File: config.mk
export PLATFORM = sky130hd
export DESIGN_NAME = lsu_reg_master
export DESIGN_NICKNAME = d
export VERILOG_FILES = /design/src/rtl/lsu_reg_master.sv
export SDC_FILE = /design/constraint.sdc
export NUM_CORES = 1
export LEC_CHECK = 0
export ABC_CLOCK_PERIOD_IN_PS = 2300
export BUFFER_PORTS_ARGS = -buffer_cell sky130_fd_sc_hd__buf_2
export CAP_MARGIN = 20
export CORE_UTILIZATION = 49
export CTS_BUF_LIST = sky130_fd_sc_hd__clkbuf_4
export DETAILED_ROUTE_END_ITERATION = 10
export PLACE_DENSITY = 0.93
export SLEW_MARGIN = 5
export SYNTH_ARGS = -nofsm -noshare
export SYNTH_HDL_FRONTEND = slang
export SYNTH_SLANG_ARGS = --single-unit
File: constraint.sdc
create_clock -name clk -period 2.3 [get_ports clk]
set_input_delay 0.46 -clock clk [delete_from_list [all_inputs] [get_ports clk]]
set_output_delay 0.46 -clock clk [all_outputs]
set_load 0.05 [all_outputs]
File: src/rtl/lsu_reg_master.sv
// Converts LSU load/store requests into single-cycle register-bus transactions.
// It handles lane steering, byte enables, load extension, window decode and misalignment faults.
module lsu_reg_master #(
  parameter logic [31:0] BASE_ADDR = 32'h4000_0000
) (
  input  logic        clk,
  input  logic        reset,
  input  logic        req_valid,
  output logic        req_ready,
  input  logic [31:0] req_addr,
  input  logic        req_we,
  input  logic [1:0]  req_size,
  input  logic        req_unsigned,
  input  logic [31:0] req_wdata,
  output logic        rsp_valid,
  input  logic        rsp_ready,
  output logic [31:0] rsp_rdata,
  output logic        rsp_err,
  output logic [3:0]  bus_addr,
  output logic [3:0]  bus_wben,
  output logic        bus_r_wn,
  output logic [31:0] bus_wdata,
  input  logic [31:0] bus_rdata,
  output logic [1:0]  dbg_state
);

  // Handshakes: a request transfers on a posedge with req_valid & req_ready;
  // a response transfers on a posedge with rsp_valid & rsp_ready, and
  // rsp_valid/rsp_rdata/rsp_err hold steady until that edge.
  typedef enum logic [1:0] {IDLE = 2'd0, ACCESS = 2'd1, RESP = 2'd2} state_t;

  state_t      state;
  logic [1:0]  lat_off;
  logic [1:0]  lat_size;
  logic        lat_unsigned;
  logic        lat_store;

  logic        req_err;
  logic [3:0]  req_wben;
  logic [31:0] req_bwdata;
  logic [31:0] shifted;
  logic [31:0] load_data;

  always_comb begin
    req_err = 1'b0;
    if (req_addr[31:6] != BASE_ADDR[31:6]) req_err = 1'b1;
    case (req_size)
      2'b00: ;
      2'b01: if (req_addr[0]) req_err = 1'b1;
      2'b10: if (req_addr[1:0] != 2'b00) req_err = 1'b1;
      default: req_err = 1'b1;
    endcase
  end

  // Store data is replicated across lanes so the enables alone select the bytes.
  always_comb begin
    req_wben   = 4'b0000;
    req_bwdata = 32'h0;
    case (req_size)
      2'b00: begin
        req_wben   = 4'b0001 << req_addr[1:0];
        req_bwdata = {4{req_wdata[7:0]}};
      end
      2'b01: begin
        req_wben   = req_addr[1] ? 4'b1100 : 4'b0011;
        req_bwdata = {2{req_wdata[15:0]}};
      end
      default: begin
        req_wben   = 4'b1111;
        req_bwdata = req_wdata;
      end
    endcase
  end

  assign shifted = bus_rdata >> {lat_off, 3'b000};

  always_comb begin
    load_data = bus_rdata;
    case (lat_size)
      2'b00: load_data = lat_unsigned ? {24'h0, shifted[7:0]}
                                      : {{24{shifted[7]}}, shifted[7:0]};
      2'b01: load_data = lat_unsigned ? {16'h0, shifted[15:0]}
                                      : {{16{shifted[15]}}, shifted[15:0]};
      default: load_data = bus_rdata;
    endcase
  end

  always_ff @(posedge clk) begin
    if (reset) begin
      state        <= IDLE;
      req_ready    <= 1'b1;
      rsp_valid    <= 1'b0;
      rsp_rdata    <= 32'h0;
      rsp_err      <= 1'b0;
      bus_addr     <= 4'h0;
      bus_wben     <= 4'h0;
      bus_r_wn     <= 1'b1;
      bus_wdata    <= 32'h0;
      lat_off      <= 2'b00;
      lat_size     <= 2'b00;
      lat_unsigned <= 1'b0;
      lat_store    <= 1'b0;
    end else begin
      case (state)
        IDLE: begin
          if (req_valid) begin
            lat_off      <= req_addr[1:0];
            lat_size     <= req_size;
            lat_unsigned <= req_unsigned;
            lat_store    <= req_we;
            req_ready    <= 1'b0;
            if (req_err) begin
              state     <= RESP;
              rsp_valid <= 1'b1;
              rsp_err   <= 1'b1;
              rsp_rdata <= 32'h0;
            end else begin
              state    <= ACCESS;
              bus_addr <= req_addr[5:2];
              bus_r_wn <= ~req_we;
              if (req_we) begin
                bus_wben  <= req_wben;
                bus_wdata <= req_bwdata;
              end
            end
          end
        end
        ACCESS: begin
          state     <= RESP;
          bus_addr  <= 4'h0;
          bus_wben  <= 4'h0;
          bus_r_wn  <= 1'b1;
          bus_wdata <= 32'h0;
          rsp_valid <= 1'b1;
          rsp_err   <= 1'b0;
          rsp_rdata <= lat_store ? 32'h0 : load_data;
        end
        RESP: begin
          if (rsp_ready) begin
            state     <= IDLE;
            rsp_valid <= 1'b0;
            req_ready <= 1'b1;
          end
        end
        default: begin
          state     <= IDLE;
          req_ready <= 1'b1;
          rsp_valid <= 1'b0;
        end
      endcase
    end
  end

  assign dbg_state = state;

endmodule

== Word-level counts from Yosys, hierarchy flattened ==
Cells that the tools add are included.
Widths: inputs -> output; s select.
Word-level totals
  flip-flop bits (word level): 84
  output and inout port bits: 78
Cells by class
  eq/ne operators: 11
  shift operators: 2
  muxes and demuxes: 40
  bitwise gates (word level): 2
  reduce and logical (&&, ||, !) cells: 12
Operators by type and width (number)
  $mux 32: 8
  $pmux 32 s2: 4
  $shr 32x5->16: 1
  $ne 26x25->1 const B: 1
  $mux 4: 6
  $pmux 4 s2: 3
  $reduce_and 3->1: 4
  $mux 1: 10
  $ne 2x2->1 const B: 5
  $pmux 1 s3: 3
  $eq 2x1->1 const B: 3
  $logic_not 2->1: 3
  $mux 2: 3
  $pmux 2 s3: 1
  $eq 2x2->1 const B: 2
  $pmux 1 s2: 2
  $reduce_and 2->1: 2
  $reduce_and 4->1: 1
  $reduce_bool 2->1: 2
  $shl 1x2->4 const A: 1
  $not 1->1: 2

== Logic depth before layout (Yosys ltp) ==
  depth in word-level cells: 7
  depth in mapped cells: 9
  mapped depth without buffers: 7

== Least setup slack after synthesis ==
No wires, ideal clock.
  path type: input to register
  start: input req_size[0]
  end: register bus_wdata[8]
  setup time: 139 ps
  data arrival time: 1915 ps
  required time: 2161 ps
  setup slack: 247 ps
  stages on the path: 9
  path through: inv_1 > ha_1 > a21o_1 > a21o_4 > or3_1 > buf_6 > nor2_8 > buf_6 > a211oi_1
Between the ends
  longest elaborated chain between the ends: 6
  elaborated cells on any way between the ends: 11
  those cells by class: eq/ne: 3; mux: 6; reduce/logical: 2
RTL lines
  start: declaration: RTL line 12  | input logic [1:0] req_size,
  $eq 2x1->1 or $logic_not 2->1 (tied branches): RTL line 47, 59
  $pmux 32 s2: RTL line 59  | case (req_size)
  $mux 32: RTL line 121  | if (req_we) begin
  $mux 32: RTL line 112  | if (req_err) begin
  $mux 32: RTL line 106  | if (req_valid) begin
  $pmux 32 s2: RTL line 104  | case (state)
  end signal: assignment: RTL line 123  | bus_wdata <= req_bwdata;
  end: declaration: RTL line 22  | output logic [31:0] bus_wdata,
Several ways; a longest one is shown, not always the timed one. The select of a mux whose other input is x is not followed.
A chain may end at the register's enable or synchronous reset.

== Worst setup path in the final report ==
  start: register state[0], in the netlist dbg_state[0]
  end: register bus_wdata[2]
Between the ends
  longest elaborated chain between the ends: 3
  elaborated cells on any way between the ends: 8
  those cells by class: eq/ne: 4; mux: 1; reduce/logical: 3
RTL lines
  start: declaration: RTL line 32  | state_t state;
  start signal: assignment: RTL line 90  | state <= IDLE;
  start signal: assignment: RTL line 113  | state <= RESP;
  start signal: assignment: RTL line 118  | state <= ACCESS;
  $logic_not 2->1 or $eq 2x1->1 (tied branches): RTL line 104
  $ne 2x2->1 (no line) or $reduce_bool 2->1 (tied branches)
  $reduce_and 4->1 (no line)
Several ways; a longest one is shown, not always the timed one.

==> summary.md <==
| Metric | Value |
|---|---|
| GP Congestion | 0.9036 |
| Sequential share of power | between 40 and 50% |
| Clock-pin slew on the worst setup and hold paths | 0.15 ns |
| CTS tree | yes |
| Critical path fanouts, max | 15 |
| Post-route ant nets | 0 |
| Initial DRC Count | 234 |
| Worst hold stages | 2 |
| Hold buffer count at cts | 0 |
| Post-synth EDFFs | 0 |
| P&R area growth vs syn | 26.99% |
| Post-Synthesis Cell Area | 4238 um2 |
| Post-CTS setup repair buffer count | 0 |
| Fin Clk Skew | approximately 0.017 ns |
| YS warnings | 0 |
| Worst setup EP type | flop |
| Worst Max-Slew Pin Slew | between 0.5 and 0.6 ns |
| Fin. max-slew vios | 0 |
| Setup Total Neg Slack | 0 ns |
| Clk root buf | clkbuf_4 |
| RSZ-0062 raised after global routing | no |
| Detailed-router iteration count before antenna repair | 5 |
| Max Buffers Root-to-Sink | 2 |
| Antenna violations before repair | 0 |
| Max IR drop VDD | 0.2871 mV |
| Leading area contributor after synthesis | dfxtp_1 |
| Hold Path Sink | bus_addr[3] |
| Sw Share | 34.52% |
| Sequential-to-total area share from yosys stat | 39.68% |
| Mapped Cells | 451 |
| Post-Route WL | 12.41 mm |
| Clk sinks | 84 |
| Resized Gates After CTS | 0 |
| Hold/Removal Path Class | in2reg |
| Placed Cells | between 700 and 800 |
| Final cell count without fillers | 735 |
| Area occupied by multi-input gates | ~2300 um2 |
| Drt via density | 5.954 |
| Worst EP required | 2.61 ns |
| Antenna cells | 0 |
| Main flop type after synthesis | dfxtp_1 |
| Top post-synthesis cells by area | dfxtp_1 40%, a22o_1 7.4%, a21oi_1 6.7% |
| Avg Cell Area, Syn | 9.396 um2 |
| Static Leak | between 2 and 2.5 nW |
| Post-synth ARST share | 0% |
| H-tree depth | 3 |
| Die ar. | ~9000 um2 |
| Fin nets | 733 |
| Total core area | 8299 um2 |
| # setup viols final | 0 |
| Avg WL per Cell | 16.89 um |
| Outcome | finished clean |
| GRT overflow | 0 |
| DIE WIDTH | 95.00 um |
| First-pass GRT wire length | 18.75 mm |
| R2R Path Start | dbg_state[0] |
| CTS buffer count | 9 |
| FP Rows | 33 |
| PnR Total Power | between 0.003 and 0.004 W |
| Cell internal pwr | 0.002148 W |
| Hold Vio Cnt, Final | 0 |
| Layout cells sized above 1 | 37.46% |
| Reg-to-reg slack, setup | 0.26 ns |
| Total GRT Usage | 26.89% |
| Crit path kind | reg2reg |
| Placed inst area | 5239 um2 |
| Nature of the critical path startpoint | flop |
| R2R Path End | bus_wdata[2] |
| NetSw | 0.001132 W |
| Fmax | roughly 0.49 GHz |
| Post-Syn Nets | 559 |
| Io pins | 182 |
| Vias | 4376 |
| Die H | between 90 and 100 um |
| Largest net degree at the start of global routing | 38 |
| Rel. slew slack | between 60 and 70% |
| Worst Reg-to-Reg Cells | 5 |
| Fin crit period | 2.043 ns |
| Clock Latency Late Sink | 0.43 ns |
| Cell area after layout | 5381 um2 |
| Initial cell density of the core | 51.06% |
| Crit share post-route | between 80% and 90% |
| Vias in the first global route | 4064 |
| Worst Min Path Start | req_addr[5] |
| Filler Cells Inserted | 700 |
| Logic pwr share | 25.7% |
| WP data arrival | between 2 and 2.5 ns |
| Yosys cell types | 50 |
| Detailed placement HPWL | slightly above 9 mm |
| Clk pwr share | 27.1% |
| Reg area | around 1700 um2 |
| Post-synthesis register bit count | 84 |
| # DRC | 0 |
| Share of the synthesized area in the top cell type | 39.68% |
| MaxCap Viol Count | 0 |
| PortBufs | 181 |
| Pwr Density | 609.6 nW/um2 |
[state kept, by name, summed over array words and instances (netlist names), 2 cells and up]
signal	count
bus_wdata	32
rsp_rdata	32
bus_addr	4
bus_wben	4
dbg_state	2
lat_off	2
lat_size	2
[Yosys cell counts, drive strengths merged (2+ instances only)]
library cell and count:
dfxtp 84, a21oi 58, a22o 36, nor2 35, a211oi 30, mux2i 28, nand2b 24, buf 22
a22oi 18, o21ai 17, clkbuf 15, o2bb2ai 15, nand2 10, nand3 10, inv 8, nor3 5
nor4 5, ha 4, a21o 3, a31oi 3, nor2b 3, nor4b 2, o21bai 2, o22ai 2
or3 2
[power groups by stage]
| stage | combinational [W] | clock [W] | sequential, W |
|---|---|---|---|
| 6_report | 0.000842 | 0.000889 | 0.00155 |
| 3_5_place_dp | 0.000834 | 0 | 0.00158 |
| 2_1_floorplan | 0.000423 | 0 | 0.00172 |
| 4_1_cts | 0.000836 | 0.000904 | 0.00155 |
| 3_3_place_gp | 0.000811 | 0 | 0.00158 |
| 5_1_grt | 0.000901 | 0.000956 | 0.00156 |
[worst max-delay path by stage]
stage                  from            to  slack [ns]
2_1_floorplan   req_size[0]  bus_wdata[8]        0.25
3_3_place_gp    req_size[0]  bus_wdata[0]        0.13
4_1_cts        dbg_state[0]  bus_wdata[2]        0.26
6_report       dbg_state[0]  bus_wdata[2]        0.26
5_1_grt        dbg_state[0]  bus_wdata[2]        0.11
3_5_place_dp    req_size[0]  bus_wdata[2]        0.03
[cell families (layout without fill, tap and decap cells)]
logic type	Yosys count	after routing	share of synthesized area, %
AOI/OAI and AO/OA	188	188	32.30
and+or+nand+nor	100	100	13.32
adders and majority gates	4	4	1.181
muxes	30	30	7.411
DFF	84	84	39.68
buffers and inverters	45	224	6.111
[layer usage]
metal,track usage (%),up-vias,wire (um),share of wire (%)
met2,47.96,288,6187,50
met4,10.98,0,290,2.3
met5,0,-,0,0
met3,5.395,27,1288,10
li1,-,2052,-,-
met1,31.16,2009,4647,37
[cell type report]
cell class | count | area share [%]
Multi-Input combinational cell | 322 | 42.69
Sequential cell | 84 | 31.25
Timing Repair Buffer | 200 | 20.41
Tap cell | 105 | 2.441
Clock inverter | 7 | 1.395
Clock buffer | 9 | 1.256
Inverter | 8 | 0.5580
[critical path, cell delays in order (launching register included)]
cell and delay, ns:
dfxtp_1 0.63, o21bai_1 0.28, or3_1 0.53, buf_4 0.21
o21ai_0 0.17, a21oi_1 0.10
[layout by cell type (no fill, tap or decap), types with 2 or more instances in the layout]
cell type / instances
a22o_1: 36
a31oi_1: 2
nor4_1: 5
o2bb2ai_1: 15
clkbuf_4: 9
buf_12: 4
dfxtp_1: 84
nand2_1: 9
buf_2: 181
a21oi_1: 57
o21ai_0: 17
clkinvlp_4: 3
buf_4: 15
a211oi_1: 24
nand3_1: 10
nand2b_1: 24
a21o_1: 2
nor2b_1: 3
o21bai_1: 2
inv_1: 8
inv_6: 2
ha_1: 4
nor2_1: 32
a211oi_2: 6
mux2i_1: 28
a22oi_1: 18
or3_1: 2
nor3_1: 4
[stage by stage]
stage          utilization [%]  worst slack [ns]  hold WS, ns
2_1_floorplan                -            0.2468       0.4754
3_3_place_gp             63.12            0.1310       0.4349
3_5_place_dp             63.12           0.03270       0.4438
4_1_cts                  64.84            0.2580       0.2134
5_1_grt                  64.84            0.1142       0.2060
6_report                 64.84            0.2569       0.2287
Note: power is estimated with default switching activity, not from simulation.
